## src/rtl/hazard_forward_scoreboard_pkg.sv

```systemverilog
// Shared constants for the hazard / forwarding unit.
//   FWD_RF       : forward select value meaning "use register file"
//   fwd_stage(k) : forward select value meaning "use result of stage k"
//   X0_ADDR      : hardwired-zero register address
//   DEF_NREG/AW  : default architectural register count and address width
package hazard_forward_scoreboard_pkg;

   localparam int DEF_NREG = 32;
   localparam int DEF_AW   = 5;
   localparam int X0_ADDR  = 0;
   localparam int FWD_RF   = 0;

   // Stage k (0 = EX/MEM, 1 = MEM/WB, ...) is encoded as k+1 so that 0 stays
   // free for the register-file path.
   function automatic int fwd_stage(input int k);
      return k + 1;
   endfunction

endpackage

```

## src/rtl/hazard_forward_scoreboard_if.sv

```systemverilog
// Pipeline-side bundle of the hazard / forwarding unit.
//   master : pipeline side, drives EX/ID/forwarding/writeback information,
//            receives forward selects, stall and scoreboard status.
//   slave  : the hazard unit itself.
// stall_cnt is a debug view of the watchdog counter.
// Handshake: there is no valid/ready pair here; id_valid, ex_valid and
// mc_wb_valid are single-cycle qualifiers sampled on each rising clk edge,
// and stall_id is the only back-pressure (ID holds while it is high).
interface hazard_forward_scoreboard_if #(
   parameter int NREG = 32,
   parameter int AW   = 5,
   parameter int NSRC = 2,
   parameter int NFWD = 2,
   parameter int SELW = 2,
   parameter int CNTW = 6
);
   logic [NSRC*AW-1:0]   ex_rs_addr;
   logic [NSRC-1:0]      ex_rs_used;
   logic [NFWD-1:0]      fwd_reg_write;
   logic [NFWD*AW-1:0]   fwd_rd;
   logic [NSRC*SELW-1:0] forward_sel;
   logic                 id_valid;
   logic [NSRC*AW-1:0]   id_rs_addr;
   logic [NSRC-1:0]      id_rs_used;
   logic [AW-1:0]        id_rd;
   logic                 id_reg_write;
   logic                 id_is_mc;
   logic                 ex_valid;
   logic                 ex_is_load;
   logic                 ex_reg_write;
   logic [AW-1:0]        ex_rd;
   logic                 mc_wb_valid;
   logic [AW-1:0]        mc_wb_rd;
   logic                 stall_id;
   logic [NREG-1:0]      pending;
   logic                 mc_busy;
   logic                 sb_err;
   logic                 deadlock;
   logic [CNTW-1:0]      stall_cnt;

   modport master (
      output ex_rs_addr, ex_rs_used, fwd_reg_write, fwd_rd,
      output id_valid, id_rs_addr, id_rs_used, id_rd, id_reg_write, id_is_mc,
      output ex_valid, ex_is_load, ex_reg_write, ex_rd, mc_wb_valid, mc_wb_rd,
      input  forward_sel, stall_id, pending, mc_busy, sb_err, deadlock, stall_cnt
   );

   modport slave (
      input  ex_rs_addr, ex_rs_used, fwd_reg_write, fwd_rd,
      input  id_valid, id_rs_addr, id_rs_used, id_rd, id_reg_write, id_is_mc,
      input  ex_valid, ex_is_load, ex_reg_write, ex_rd, mc_wb_valid, mc_wb_rd,
      output forward_sel, stall_id, pending, mc_busy, sb_err, deadlock, stall_cnt
   );
endinterface

```

## src/rtl/hazard_forward_scoreboard_fwd_select.sv

```systemverilog
// Combinational forwarding priority matcher for one EX source operand.
//   rs_addr_i       : operand address
//   rs_used_i       : operand is actually read
//   fwd_reg_write_i : per-stage write enable (stage 0 nearest)
//   fwd_rd_i        : per-stage destination, stage k at [k*AW +: AW]
//   sel_o           : FWD_RF, or fwd_stage(k) of the nearest matching stage
module hazard_fwd_select
   import hazard_forward_scoreboard_pkg::*;
#(
   parameter int AW   = DEF_AW,
   parameter int NFWD = 2,
   parameter int SELW = 2
) (
   input  logic [AW-1:0]      rs_addr_i,
   input  logic               rs_used_i,
   input  logic [NFWD-1:0]    fwd_reg_write_i,
   input  logic [NFWD*AW-1:0] fwd_rd_i,
   output logic [SELW-1:0]    sel_o
);

   // Walk from the farthest stage to the nearest so the nearest match is the
   // last assignment and therefore wins.
   always_comb begin
      sel_o = SELW'(FWD_RF);
      for (int k = NFWD - 1; k >= 0; k--) begin
         if (rs_used_i && fwd_reg_write_i[k] &&
             (fwd_rd_i[k*AW +: AW] != AW'(X0_ADDR)) &&
             (fwd_rd_i[k*AW +: AW] == rs_addr_i)) begin
            sel_o = SELW'(fwd_stage(k));
         end
      end
   end

endmodule

```

## src/rtl/hazard_forward_scoreboard.sv

```systemverilog
// Hazard unit: EX forwarding selects, ID load-use detection, and a registered
// scoreboard of destinations owned by the long-latency (mul/div) unit.
//   clk, rst_n : core clock, asynchronous active-low reset
//   bus        : slave side of hazard_forward_scoreboard_if (all pipeline
//                inputs, forward_sel, stall_id, pending, mc_busy, sb_err,
//                deadlock, stall_cnt debug view)
module hazard_forward_scoreboard
   import hazard_forward_scoreboard_pkg::*;
#(
   parameter int NREG     = DEF_NREG,
   parameter int AW       = DEF_AW,
   parameter int NSRC     = 2,
   parameter int NFWD     = 2,
   parameter int SELW     = 2,
   parameter int WDOG_MAX = 40
) (
   input logic                      clk,
   input logic                      rst_n,
   hazard_forward_scoreboard_if.slave bus
);

   localparam int CNTW = $clog2(WDOG_MAX + 1);
   localparam logic [CNTW-1:0] CNT_MAX = CNTW'(WDOG_MAX);

   logic [NREG-1:0]      pending_q, pending_d;
   logic                 mc_busy_q, mc_busy_d;
   logic                 sb_err_q,  sb_err_d;
   logic                 dead_q,    dead_d;
   logic [CNTW-1:0]      cnt_q,     cnt_d;
   logic [NSRC*SELW-1:0] fwd_sel;
   logic                 load_use;
   logic                 sb_hazard;
   logic                 stall;
   logic                 issue;

   for (genvar g = 0; g < NSRC; g++) begin : g_fwd
      hazard_fwd_select #(.AW(AW), .NFWD(NFWD), .SELW(SELW)) u_sel (
         .rs_addr_i       (bus.ex_rs_addr[g*AW +: AW]),
         .rs_used_i       (bus.ex_rs_used[g]),
         .fwd_reg_write_i (bus.fwd_reg_write),
         .fwd_rd_i        (bus.fwd_rd),
         .sel_o           (fwd_sel[g*SELW +: SELW])
      );
   end

   // Hazard detection looks only at registered scoreboard state, so a
   // writeback in the current cycle does not release a stall until the next.
   always_comb begin
      load_use  = 1'b0;
      sb_hazard = 1'b0;
      for (int i = 0; i < NSRC; i++) begin
         if (bus.id_rs_used[i]) begin
            if (bus.ex_valid && bus.ex_is_load && bus.ex_reg_write &&
                (bus.ex_rd != AW'(X0_ADDR)) &&
                (bus.id_rs_addr[i*AW +: AW] == bus.ex_rd)) begin
               load_use = 1'b1;
            end
            if ((bus.id_rs_addr[i*AW +: AW] != AW'(X0_ADDR)) &&
                pending_q[bus.id_rs_addr[i*AW +: AW]]) begin
               sb_hazard = 1'b1;
            end
         end
      end
      if (bus.id_reg_write && (bus.id_rd != AW'(X0_ADDR)) && pending_q[bus.id_rd]) begin
         sb_hazard = 1'b1;
      end
      if (bus.id_is_mc && mc_busy_q) begin
         sb_hazard = 1'b1;
      end
      stall = bus.id_valid && (load_use || sb_hazard);
      issue = bus.id_valid && !stall && bus.id_is_mc;
   end

   // Writeback clear is applied before the issue set so a same-rd set wins.
   always_comb begin
      pending_d = pending_q;
      mc_busy_d = mc_busy_q;
      sb_err_d  = sb_err_q;
      if (bus.mc_wb_valid) begin
         mc_busy_d = 1'b0;
         if (bus.mc_wb_rd != AW'(X0_ADDR)) begin
            if (pending_q[bus.mc_wb_rd]) begin
               pending_d[bus.mc_wb_rd] = 1'b0;
            end else begin
               sb_err_d = 1'b1;
            end
         end
      end
      if (issue) begin
         mc_busy_d = 1'b1;
         if (bus.id_reg_write && (bus.id_rd != AW'(X0_ADDR))) begin
            pending_d[bus.id_rd] = 1'b1;
         end
      end
   end

   // Watchdog: counts consecutive stall cycles, saturating at WDOG_MAX.
   always_comb begin
      cnt_d  = '0;
      dead_d = dead_q;
      if (stall) begin
         cnt_d = (cnt_q == CNT_MAX) ? CNT_MAX : cnt_q + 1'b1;
      end
      if (cnt_d == CNT_MAX) begin
         dead_d = 1'b1;
      end
   end

   always_ff @(posedge clk or negedge rst_n) begin
      if (!rst_n) begin
         pending_q <= '0;
         mc_busy_q <= 1'b0;
         sb_err_q  <= 1'b0;
         dead_q    <= 1'b0;
         cnt_q     <= '0;
      end else begin
         pending_q <= pending_d;
         mc_busy_q <= mc_busy_d;
         sb_err_q  <= sb_err_d;
         dead_q    <= dead_d;
         cnt_q     <= cnt_d;
      end
   end

   assign bus.forward_sel = fwd_sel;
   assign bus.stall_id    = stall;
   assign bus.pending     = pending_q;
   assign bus.mc_busy     = mc_busy_q;
   assign bus.sb_err      = sb_err_q;
   assign bus.deadlock    = dead_q;
   assign bus.stall_cnt   = cnt_q;

endmodule

```

## src/flat_wrapper.sv

```systemverilog
// flat-port wrapper written by rule: the top's interface ports become plain ports
module hazard_forward_scoreboard_flat import hazard_forward_scoreboard_pkg::*;
#(
   parameter int NREG     = DEF_NREG,
   parameter int AW       = DEF_AW,
   parameter int NSRC     = 2,
   parameter int NFWD     = 2,
   parameter int SELW     = 2,
   parameter int WDOG_MAX = 40
)
  (clk, rst_n, bus_ex_rs_addr, bus_ex_rs_used, bus_fwd_reg_write, bus_fwd_rd, bus_id_valid, bus_id_rs_addr, bus_id_rs_used, bus_id_rd, bus_id_reg_write, bus_id_is_mc, bus_ex_valid, bus_ex_is_load, bus_ex_reg_write, bus_ex_rd, bus_mc_wb_valid, bus_mc_wb_rd, bus_forward_sel, bus_stall_id, bus_pending, bus_mc_busy, bus_sb_err, bus_deadlock, bus_stall_cnt);
  hazard_forward_scoreboard_if #(.NREG(NREG), .AW(AW), .NSRC(NSRC), .NFWD(NFWD), .SELW(SELW), .CNTW((6))) bus_i ();
  input logic clk;
  input logic rst_n;
  input wire logic [$bits(bus_i.ex_rs_addr)-1:0] bus_ex_rs_addr;
  input wire logic [$bits(bus_i.ex_rs_used)-1:0] bus_ex_rs_used;
  input wire logic [$bits(bus_i.fwd_reg_write)-1:0] bus_fwd_reg_write;
  input wire logic [$bits(bus_i.fwd_rd)-1:0] bus_fwd_rd;
  input wire logic [$bits(bus_i.id_valid)-1:0] bus_id_valid;
  input wire logic [$bits(bus_i.id_rs_addr)-1:0] bus_id_rs_addr;
  input wire logic [$bits(bus_i.id_rs_used)-1:0] bus_id_rs_used;
  input wire logic [$bits(bus_i.id_rd)-1:0] bus_id_rd;
  input wire logic [$bits(bus_i.id_reg_write)-1:0] bus_id_reg_write;
  input wire logic [$bits(bus_i.id_is_mc)-1:0] bus_id_is_mc;
  input wire logic [$bits(bus_i.ex_valid)-1:0] bus_ex_valid;
  input wire logic [$bits(bus_i.ex_is_load)-1:0] bus_ex_is_load;
  input wire logic [$bits(bus_i.ex_reg_write)-1:0] bus_ex_reg_write;
  input wire logic [$bits(bus_i.ex_rd)-1:0] bus_ex_rd;
  input wire logic [$bits(bus_i.mc_wb_valid)-1:0] bus_mc_wb_valid;
  input wire logic [$bits(bus_i.mc_wb_rd)-1:0] bus_mc_wb_rd;
  output wire logic [$bits(bus_i.forward_sel)-1:0] bus_forward_sel;
  output wire logic [$bits(bus_i.stall_id)-1:0] bus_stall_id;
  output wire logic [$bits(bus_i.pending)-1:0] bus_pending;
  output wire logic [$bits(bus_i.mc_busy)-1:0] bus_mc_busy;
  output wire logic [$bits(bus_i.sb_err)-1:0] bus_sb_err;
  output wire logic [$bits(bus_i.deadlock)-1:0] bus_deadlock;
  output wire logic [$bits(bus_i.stall_cnt)-1:0] bus_stall_cnt;
  assign bus_i.ex_rs_addr = bus_ex_rs_addr;
  assign bus_i.ex_rs_used = bus_ex_rs_used;
  assign bus_i.fwd_reg_write = bus_fwd_reg_write;
  assign bus_i.fwd_rd = bus_fwd_rd;
  assign bus_i.id_valid = bus_id_valid;
  assign bus_i.id_rs_addr = bus_id_rs_addr;
  assign bus_i.id_rs_used = bus_id_rs_used;
  assign bus_i.id_rd = bus_id_rd;
  assign bus_i.id_reg_write = bus_id_reg_write;
  assign bus_i.id_is_mc = bus_id_is_mc;
  assign bus_i.ex_valid = bus_ex_valid;
  assign bus_i.ex_is_load = bus_ex_is_load;
  assign bus_i.ex_reg_write = bus_ex_reg_write;
  assign bus_i.ex_rd = bus_ex_rd;
  assign bus_i.mc_wb_valid = bus_mc_wb_valid;
  assign bus_i.mc_wb_rd = bus_mc_wb_rd;
  assign bus_forward_sel = bus_i.forward_sel;
  assign bus_stall_id = bus_i.stall_id;
  assign bus_pending = bus_i.pending;
  assign bus_mc_busy = bus_i.mc_busy;
  assign bus_sb_err = bus_i.sb_err;
  assign bus_deadlock = bus_i.deadlock;
  assign bus_stall_cnt = bus_i.stall_cnt;
  hazard_forward_scoreboard #(.NREG(NREG), .AW(AW), .NSRC(NSRC), .NFWD(NFWD), .SELW(SELW), .WDOG_MAX(WDOG_MAX)) u_core (.clk(clk), .rst_n(rst_n), .bus(bus_i));
endmodule
```

## config.mk

```make
export PLATFORM = sky130hd
export DESIGN_NAME = hazard_forward_scoreboard_flat
export DESIGN_NICKNAME = d
export VERILOG_FILES = /design/src/rtl/hazard_forward_scoreboard_pkg.sv /design/src/rtl/hazard_forward_scoreboard_if.sv /design/src/rtl/hazard_forward_scoreboard_fwd_select.sv /design/src/rtl/hazard_forward_scoreboard.sv /design/src/flat_wrapper.sv
export SDC_FILE = /design/constraint.sdc
export NUM_CORES = 1
export LEC_CHECK = 0
export ABC_CLOCK_PERIOD_IN_PS = 2100
export BUFFER_PORTS_ARGS = -buffer_cell sky130_fd_sc_hd__buf_2
export CAP_MARGIN = 25
export CORE_MARGIN = 1.5
export CORE_UTILIZATION = 30
export CTS_CLUSTER_SIZE = 25
export DETAILED_ROUTE_END_ITERATION = 10
export PLACE_DENSITY_LB_ADDON = 0.15
export SKIP_CTS_REPAIR_TIMING = 1
export SYNTH_ARGS = -nofsm -noshare
export SYNTH_HDL_FRONTEND = slang
export SYNTH_HIERARCHICAL = 1
export SYNTH_SLANG_ARGS = --single-unit
```

## constraint.sdc

```tcl
create_clock -name clk -period 2.1 [get_ports clk]
set_input_delay 0.105 -clock clk [delete_from_list [all_inputs] [get_ports clk]]
set_output_delay 0.105 -clock clk [all_outputs]
set_load 0.05 [all_outputs]
```

---- Word-level counts from Yosys, hierarchy flattened ----
Index checks and enable logic that the tools add are counted.
storage, ports and cells
  output and inout bits ................... 46
  word-level logic and storage cells ...... 97
  input port bits ......................... 60
  register bits after elaboration ......... 41
operators by class
  bitwise logic cells ..................... 4
  muxes and demuxes ....................... 35
  $lt $le $gt $ge ......................... 6
  reduce and logical (&&, ||, !) cells .... 38
  add/sub/neg operators ................... 1
  equality and inequality tests ........... 8
operators with widths
  kind                 number
  $mux 32              5
  $reduce_bool 5->1    7
  $and 32x32->32       1
  $not 32->32          1
  $or 32x32->32        1
  $eq 5x5->1           6
  $logic_and 1x1->1    27
  $lt 5x6->1 const B   4
  $bmux 1 s5           4
  $mux 1               18
  $eq 6x6->1 const B   2
  $mux 6               2
  $demux 1 s5          2
  $ge 5x1->1 const B   2
  $mux 2               4
  $add 6x1->6 const B  1
  $reduce_and 3->1     1
  $reduce_bool 2->1    1
  $logic_not 1->1      1
  $logic_or 1x1->1     1
  $not 1->1            1

---- Longest topological paths before layout ----
Gate-level depths: netlist of run 1.
  word-level depth ........................ 15
  depth in mapped cells ................... 9
  mapped depth without buffers ............ 7

---- By module ----
The synthesis of run 1 kept the hierarchy.
modules (own cells, without submodules)
  module                     seq. area each (µm²)  cells an instance  instances  area each (µm²)
  hazard_forward_scoreboard  1,026.0               359                1          3,314.4
  hazard_fwd_select          0.0                   19                 2          157.7

---- Worst setup path before layout of run 1 ----
Ideal clock, no wire load.
  path kind ............................... flip-flop to output port
  start point ............................. reg u_core.pending_q[10], in the netlist u_core/bus.pending[10]
  end point ............................... out bus_stall_id
  path buffers ............................ 0
  data required time ...................... 1,995 ps
  cell stages (with the launch flop) ...... 6
  slack ................................... -969 ps
  arrival ................................. 2,964 ps
  cells stage by stage .................... dfrtp_1 -> mux4_2 -> o221a_2 -> or3_1 -> nor4_1 -> a21boi_0
on the way
  cells in the longest elaborated chain, start to end .. 11
  elaborated cells between the ends (all ways) .. 17
  those cells by class .................... mux: 12; reduce/logical: 5
ends and longest elaborated chain
  item                          RTL line                          text
  start, declared               hazard_forward_scoreboard.sv:25   logic [NREG-1:0] pending_q, pending_d;
  start signal, assigned        hazard_forward_scoreboard.sv:117  pending_q <= pending_d;
  $bmux 1 s5                    hazard_forward_scoreboard.sv:59   pending_q[bus.id_rs_addr[i*AW +: AW]]) begin
  $mux 1 (implied by the code)  hazard_forward_scoreboard.sv:59
  $logic_and 1x1->1             hazard_forward_scoreboard.sv:58   if ((bus.id_rs_addr[i*AW +: AW] != AW'(X0_ADDR)) &&
  $mux 1                        hazard_forward_scoreboard.sv:58
  $mux 1                        hazard_forward_scoreboard.sv:52   if (bus.id_rs_used[i]) begin
  $mux 1                        hazard_forward_scoreboard.sv:58
  $mux 1                        hazard_forward_scoreboard.sv:52
  $mux 1 (*)                    hazard_forward_scoreboard.sv:64   if (bus.id_reg_write && (bus.id_rd != AW'(X0_ADDR)) && pending_q[bus.id_rd]) begin
  $mux 1 (*)                    hazard_forward_scoreboard.sv:67   if (bus.id_is_mc && mc_busy_q) begin
  $logic_or 1x1->1 (*)          hazard_forward_scoreboard.sv:70   stall = bus.id_valid && (load_use || sb_hazard);
  $logic_and 1x1->1 (*)         hazard_forward_scoreboard.sv:70
  end, declared                 flat_wrapper.sv:32                output wire logic [$bits(bus_i.stall_id)-1:0] bus_stall_id;
Mark *: on every way between the ends. The rest lies on a longest branch, timed or not. The select of a mux whose other input is x is not followed.

---- Worst setup path after layout of run 1 ----
  start point ............................. reg u_core.pending_q[28], in the netlist u_core/bus.pending[28]
  end point ............................... out bus_stall_id
Same word-level chain as after synthesis.

==> run metrics, run 1 <==
placed cells 704; Reg clk slew, reported paths about 0.060 ns; Period Utilization, post-route 132.9%; post-route insts no fill 714; Die Y 113.0 µm; P_leak 2.310 nW; wire per inst 19.46 µm; GP Congestion 0.8518; CTS sink count 41; Design Area, Final roughly 5200 µm²; final WL approximately 14000 µm; Synth area leader dfrtp_1; layout cell share with drive strength beyond 1 46.58%; TritonRoute pass-1 iters 5; largest net degree at the start of global routing 35; I/O pin cnt 106; top cells by area, synth dfrtp_1 (28%), mux4_2 (14%), nand3_1 (5.1%); R2R cell count 10; Tmin final 2.791 ns; cell area after synthesis 3630 µm²; Setup CP Type reg2out; sequential element share of the synthesized area 28.27%; startpoint types flip-flop; RSZ-0062 raised after global routing yes; Crit Reg-Reg Endpoint u_core/bus.stall_cnt[4]; failing checks setup timing; Final Skew ~0.0063 ns; internal power 0.002009 W; GRT Util Overall around a fifth; row count 39; Avg Cell Area, Syn between 9 and 10 µm²; Seq pwr share 30.1%; CTS Buf Count 5; Slew Viols, Final 0; most common cell in the netlist dfrtp_1; Worst EP arrival about 2.7 ns; Final Hold Fails 0; Hold Path End u_core/bus.mc_busy; Netlist cell types 55; Die Wd 113.0 µm; area grow syn2layout 42.71%; antenna violations before repair 0; Min-Delay Startpoint bus_mc_wb_valid; grt ovf 0; Ant. Diodes 0; RR Startpoint u_core/bus.pending[28]; top post-synthesis cells by count dfrtp_1 (41), nand3_1 (37), o21ai_0 (37); outcome finished with violations; number of warning messages in the yosys log 6; slew margin rel. 48.48%; Fin Setup TNS -18.08 ns; CP bufs+invs 3; final setup fails 41; routed vias/inst 5.602; switching part of the total around two fifths; routed via count 4000; htree depth 2; Clock Root Buffer clkbuf_16; Starting Density a little under a third; Hold Crit Class in2reg; Synth Register Bits 41; Post-synth ARST share between 90% and 100%; post-synthesis net count 459; Core ar. 11610 µm²; max cap viols 0; Setup crit end kind output port; Data required, critical path 2.00 ns; CP Max Fanout 4; Power Dens Cells 626.3 nW/µm²; critical-path cell list mux4_2, a22o_1, a32oi_2, o2111ai_2, buf_4, nor4_4, buf_4, a21boi_2, buf_6; die area 12770 µm²; # DRC 0; Routed Antenna Nets 0; Synth Flop Type dfrtp_1; later-pin clock latency in the skew report around 0.28 ns; Peak VDD IR 0.0003105 V; CTS tree built; fin util between 40% and 50%; Slew @ Worst Pin ~0.77 ns; Psw 0.001235 W; fin nets 632; Clock Path Buffers 2; clock power share a little over a quarter; crit path max-delay cell type mux4_2; Top delay family on crit path compound AO/OA/AOI/OAI gates; Post-synth EDFFs 0; cell depth of the worst hold path 2; post-synth top area share 28.27%; first-pass GRT wire length 21220 µm; Final HPWL DP 11120 µm; R2R Setup Slk -0.51 ns; vias in the first global route 3972; CP peak stage delay approximately 0.47 ns; Buffers on Ports 105; crit path setup slack, layout -0.6914 ns; detailed router's first-iteration violation count about 320; post-synthesis cell count around 400; Highest Clock Rate ~360 MHz; placed cell area 4902 µm²; critical path's most frequent cell buf_4; logic gate share of total power 43.3%
==> per-layer routing <==
layer	vias to the layer above	share of wire, %	routed length [µm]	global-route usage [%]
met5	-	0	0	0
met4	0	1.7	241	5.500
met3	22	7.5	1041	3.589
met2	191	47	6517	35.53
met1	1920	44	6092	28.76
li1	1867	-	-	-
==> cell type report <==
type                       count  area [µm²]
sequential                    41        1039
multi-input combinational    318        2519
clock buffer                   6       128.9
fill                        1157        6434
inverter                      12       45.04
clock inverter                 2       35.03
timing repair buffer         192        1235
tap                          143       178.9
==> sequential cells by signal, summed over array words and instances (netlist names) <==
signal	flops
u_core/bus.pending	32
u_core/bus.mc_busy	1
u_core/bus.sb_err	1
u_core/bus.deadlock	1
u_core/bus.stall_cnt	6
==> cell families (layout without fill, tap and decap cells) <==
logic type | count (synthesis) | count (layout) | share of synthesized area (%)
simple gates | 128 | 128 | 18.58
compound gates | 114 | 114 | 19.96
mux | 44 | 44 | 20.37
flops | 41 | 41 | 28.27
buf+inv | 38 | 212 | 4.895
xor+xnor | 30 | 30 | 7.239
fa+ha+maj | 2 | 2 | 0.6893
==> worst max-delay path by stage <==
stage,slack [ns],endpoint,from,cells past startpoint
after CTS,-0.77,bus_stall_id,u_core/bus.pending[16],9
after global routing,-0.75,bus_stall_id,u_core/bus.pending[29],9
after detailed placement,-0.48,u_core/bus.pending[10],u_core/bus.pending[16],7
after global placement,-0.45,u_core/bus.stall_cnt[0],bus_id_rs_addr[0],10
final,-0.69,bus_stall_id,u_core/bus.pending[28],9
after floorplan,-0.44,u_core/bus.deadlock,u_core/bus.pending[10],5
==> per-stage QoR <==
stage | setup slack (ns) | hold WS (ns) | power, W
after CTS | -0.7702 | -0.07154 | 0.003199
after global routing | -0.7502 | 0.1445 | 0.003383
after detailed placement | -0.4805 | 0.2260 | 0.002332
after global placement | -0.4472 | 0.2302 | 0.002325
final | -0.6914 | 0.1387 | 0.003244
after floorplan | -0.4409 | -0.1906 | 0.001744
==> layout by cell type, fill, tap and decap left out, drive strengths merged, types with 6 or more instances in the layout <==
cell type / netlist / layout
mux4: 23 / 23
o21ai: 66 / 66
xnor2: 18 / 18
clkbuf: 13 / 6
nor2b: 8 / 8
xor2: 12 / 12
mux2i: 12 / 12
nand4: 6 / 6
buf: 13 / 191
a21oi: 8 / 8
inv: 12 / 12
nor3: 7 / 7
nand3: 37 / 37
nor2: 13 / 13
dfrtp: 41 / 41
mux2: 9 / 9
nand2: 27 / 27
nor4: 6 / 6
==> power groups by stage <==
stage	clock network (W)	logic (W)	registers, W
floorplan	0	0.000487	0.00126
global placement	0	0.00134	0.000984
finish	0.000864	0.00140	0.000977
detailed placement	0	0.00135	0.000986
CTS	0.000878	0.00135	0.000972
global route	0.000912	0.00148	0.000988
No activity file was read; power rests on OpenSTA's default activity.
==> run 2, diff against run 1 <==
--- a/config.mk
+++ b/config.mk
@@ -8,6 +8,7 @@
 export ABC_CLOCK_PERIOD_IN_PS = 2100
 export BUFFER_PORTS_ARGS = -buffer_cell sky130_fd_sc_hd__buf_2
 export CAP_MARGIN = 25
+export CORE_ASPECT_RATIO = 0.75
 export CORE_MARGIN = 1.5
 export CORE_UTILIZATION = 30
 export CTS_CLUSTER_SIZE = 25
==> run 2 against run 1 <==
- the run still ends with setup timing left
- sequential power is essentially flat
- clock-buffer cell count shrank 1
- non-clock buffer count grew 18
- flip-flop and latch count is the same
- first-iteration DRC count grew 28%
- critical path depth is the same
- critical endpoint unchanged
==> run metrics, run 2 (synthesis results as in run 1) <==
Routed Antenna Nets 0; later-pin clock latency in the skew report 0.28 ns; Setup CP Type reg2out; Data required, critical path around 2 ns; Final Skew 0.003358 ns; detailed router's first-iteration violation count 406; Period Utilization, post-route 126.7%; placed cell area 5041 µm²; Buffers on Ports 105; Seq pwr share 28.4%; Power Dens Cells 640.7 nW/µm²; internal power 0.002231 W; routed via count 4247; GP Congestion 0.9751; slew margin rel. roughly 62%; fin nets 650; filler cell count roughly 1.1k; logic gate share of total power about 44%; Design Area, Final 5547 µm²; Slew Viols, Final 0; max FFs per register 32; Worst EP arrival 2.56 ns; Met1 Routed Length 6934 µm; layout cell share with drive strength beyond 1 roughly 53%; wire length on met2 6774 µm; Clock Path Buffers 2; Die Y 98.26 µm; switching part of the total 37.23%; die area ~13000 µm²; crit path setup slack, layout -0.5601 ns; Core ar. ~12000 µm²; max cap viols 0; Fin Setup TNS -18.22 ns; Reg clk slew, reported paths 0.06 ns; area grow syn2layout 52.81%; wire per inst about 21 µm; grt ovf 0; CTS tree built; Final HPWL DP 12110 µm; CTS sink count 41; Slew @ Worst Pin roughly 0.56 ns; clock power share roughly 28%; Clock Root Buffer clkbuf_16; Ant. Diodes 0; GRT Util Overall 23.82%; Die Wd 130.0 µm; top routing layer in use met4; first-pass GRT wire length 22810 µm; antenna violations before repair 0; Psw 0.001323 W; outcome finished with violations; largest net degree at the start of global routing 24; Peak VDD IR around 0.00043 V; final WL 15530 µm; Setup crit end kind output port; row count 34; failing checks setup timing; htree depth 2; post-route insts no fill 751; Hold Crit Class in2reg; commonest non-fill, non-tap cell in the layout buf_2; vias in the first global route between 4k and 5k; startpoint types flip-flop; CTS Buf Count 5; P_leak 2.493 nW; routed vias/inst 5.655; Final Hold Fails 0; I/O pin cnt 106; RSZ-0062 raised after global routing yes; most frequent cells in the layout buf_2 (104), buf_4 (88), nand3_1 (37), o21ai_0 (35), o21ai_2 (29); Starting Density 31.03%; final setup fails about 40; Highest Clock Rate 375.9 MHz; Detail Route met3 WL 1633 µm; placed cells 735; TritonRoute pass-1 iters 5; # DRC 0; Tmin final 2.660 ns; CP Max Fanout 5
[run 2: final timing paths]
path | depth (start not counted) | end | slack [ns] | start
worst max-delay path | 9 | bus_stall_id | -0.56 | u_core/bus.pending[13]
worst min-delay path | 3 | u_core/bus.stall_cnt[4] | 0.15 | bus_id_valid
worst max register to register | 6 | u_core/bus.pending[10] | -0.51 | u_core/bus.pending[10]
worst min register to register | 1 | u_core/bus.deadlock | 0.48 | u_core/bus.deadlock
max in group asynchronous | 3 | u_core/bus.pending[0] | 1.16 | rst_n
min in group asynchronous | 2 | u_core/bus.pending[7] | 0.34 | rst_n
[run 2: worst max-delay path, stage by stage, from the launching register on]
cell	delay [ns]
dfrtp_1	0.45
mux4_2	0.50
mux2i_2	0.19
nor3b_2	0.07
a221o_1	0.30
buf_6	0.13
nor4_4	0.27
buf_4	0.16
a21boi_2	0.05
buf_6	0.15
[run 2: through the flow]
| stage | worst slack [ns] | hold WS, ns | util [%] | total power, W |
|---|---|---|---|---|
| after global placement | -0.3765 | 0.1072 | 43.09 | 0.002391 |
| after CTS | -0.6620 | -0.1881 | 44.72 | 0.003393 |
| after detailed placement | -0.4507 | 0.1119 | 43.09 | 0.002404 |
| after floorplan | -0.4409 | -0.1906 | - | 0.001744 |
| after global routing | -0.6358 | 0.1544 | 47.41 | 0.003708 |
| final | -0.5601 | 0.1467 | 47.41 | 0.003554 |
[run 2: per-layer routing]
layer / vias to the layer above / track usage [%]
met2: 245 / 35.00
met4: 0 / 4.103
met3: 20 / 6.959
li1: 1900 / -
met1: 2082 / 35.00
met5: - / 0
[run 2: area by class of cell]
cell class | count | area [µm²] | area share (%)
Clock buffer | 5 | 125.1 | 2.256
Tap cell | 162 | 202.7 | 3.654
Timing Repair Buffer | 210 | 1454 | 26.21
Inverter | 12 | 45.04 | 0.8121
Multi-Input combinational cell | 318 | 2613 | 47.10
Sequential cell | 41 | 1042 | 18.79
Clock inverter | 3 | 65.06 | 1.173
[run 2: power by group through the flow]
stage / clock [W] / sequential (W) / combinational [W]
CTS: 0.000998 / 0.000999 / 0.00140
global route: 0.00104 / 0.00102 / 0.00165
global placement: 0 / 0.00101 / 0.00138
detailed placement: 0 / 0.00101 / 0.00139
floorplan: 0 / 0.00126 / 0.000487
finish: 0.000980 / 0.00101 / 0.00156
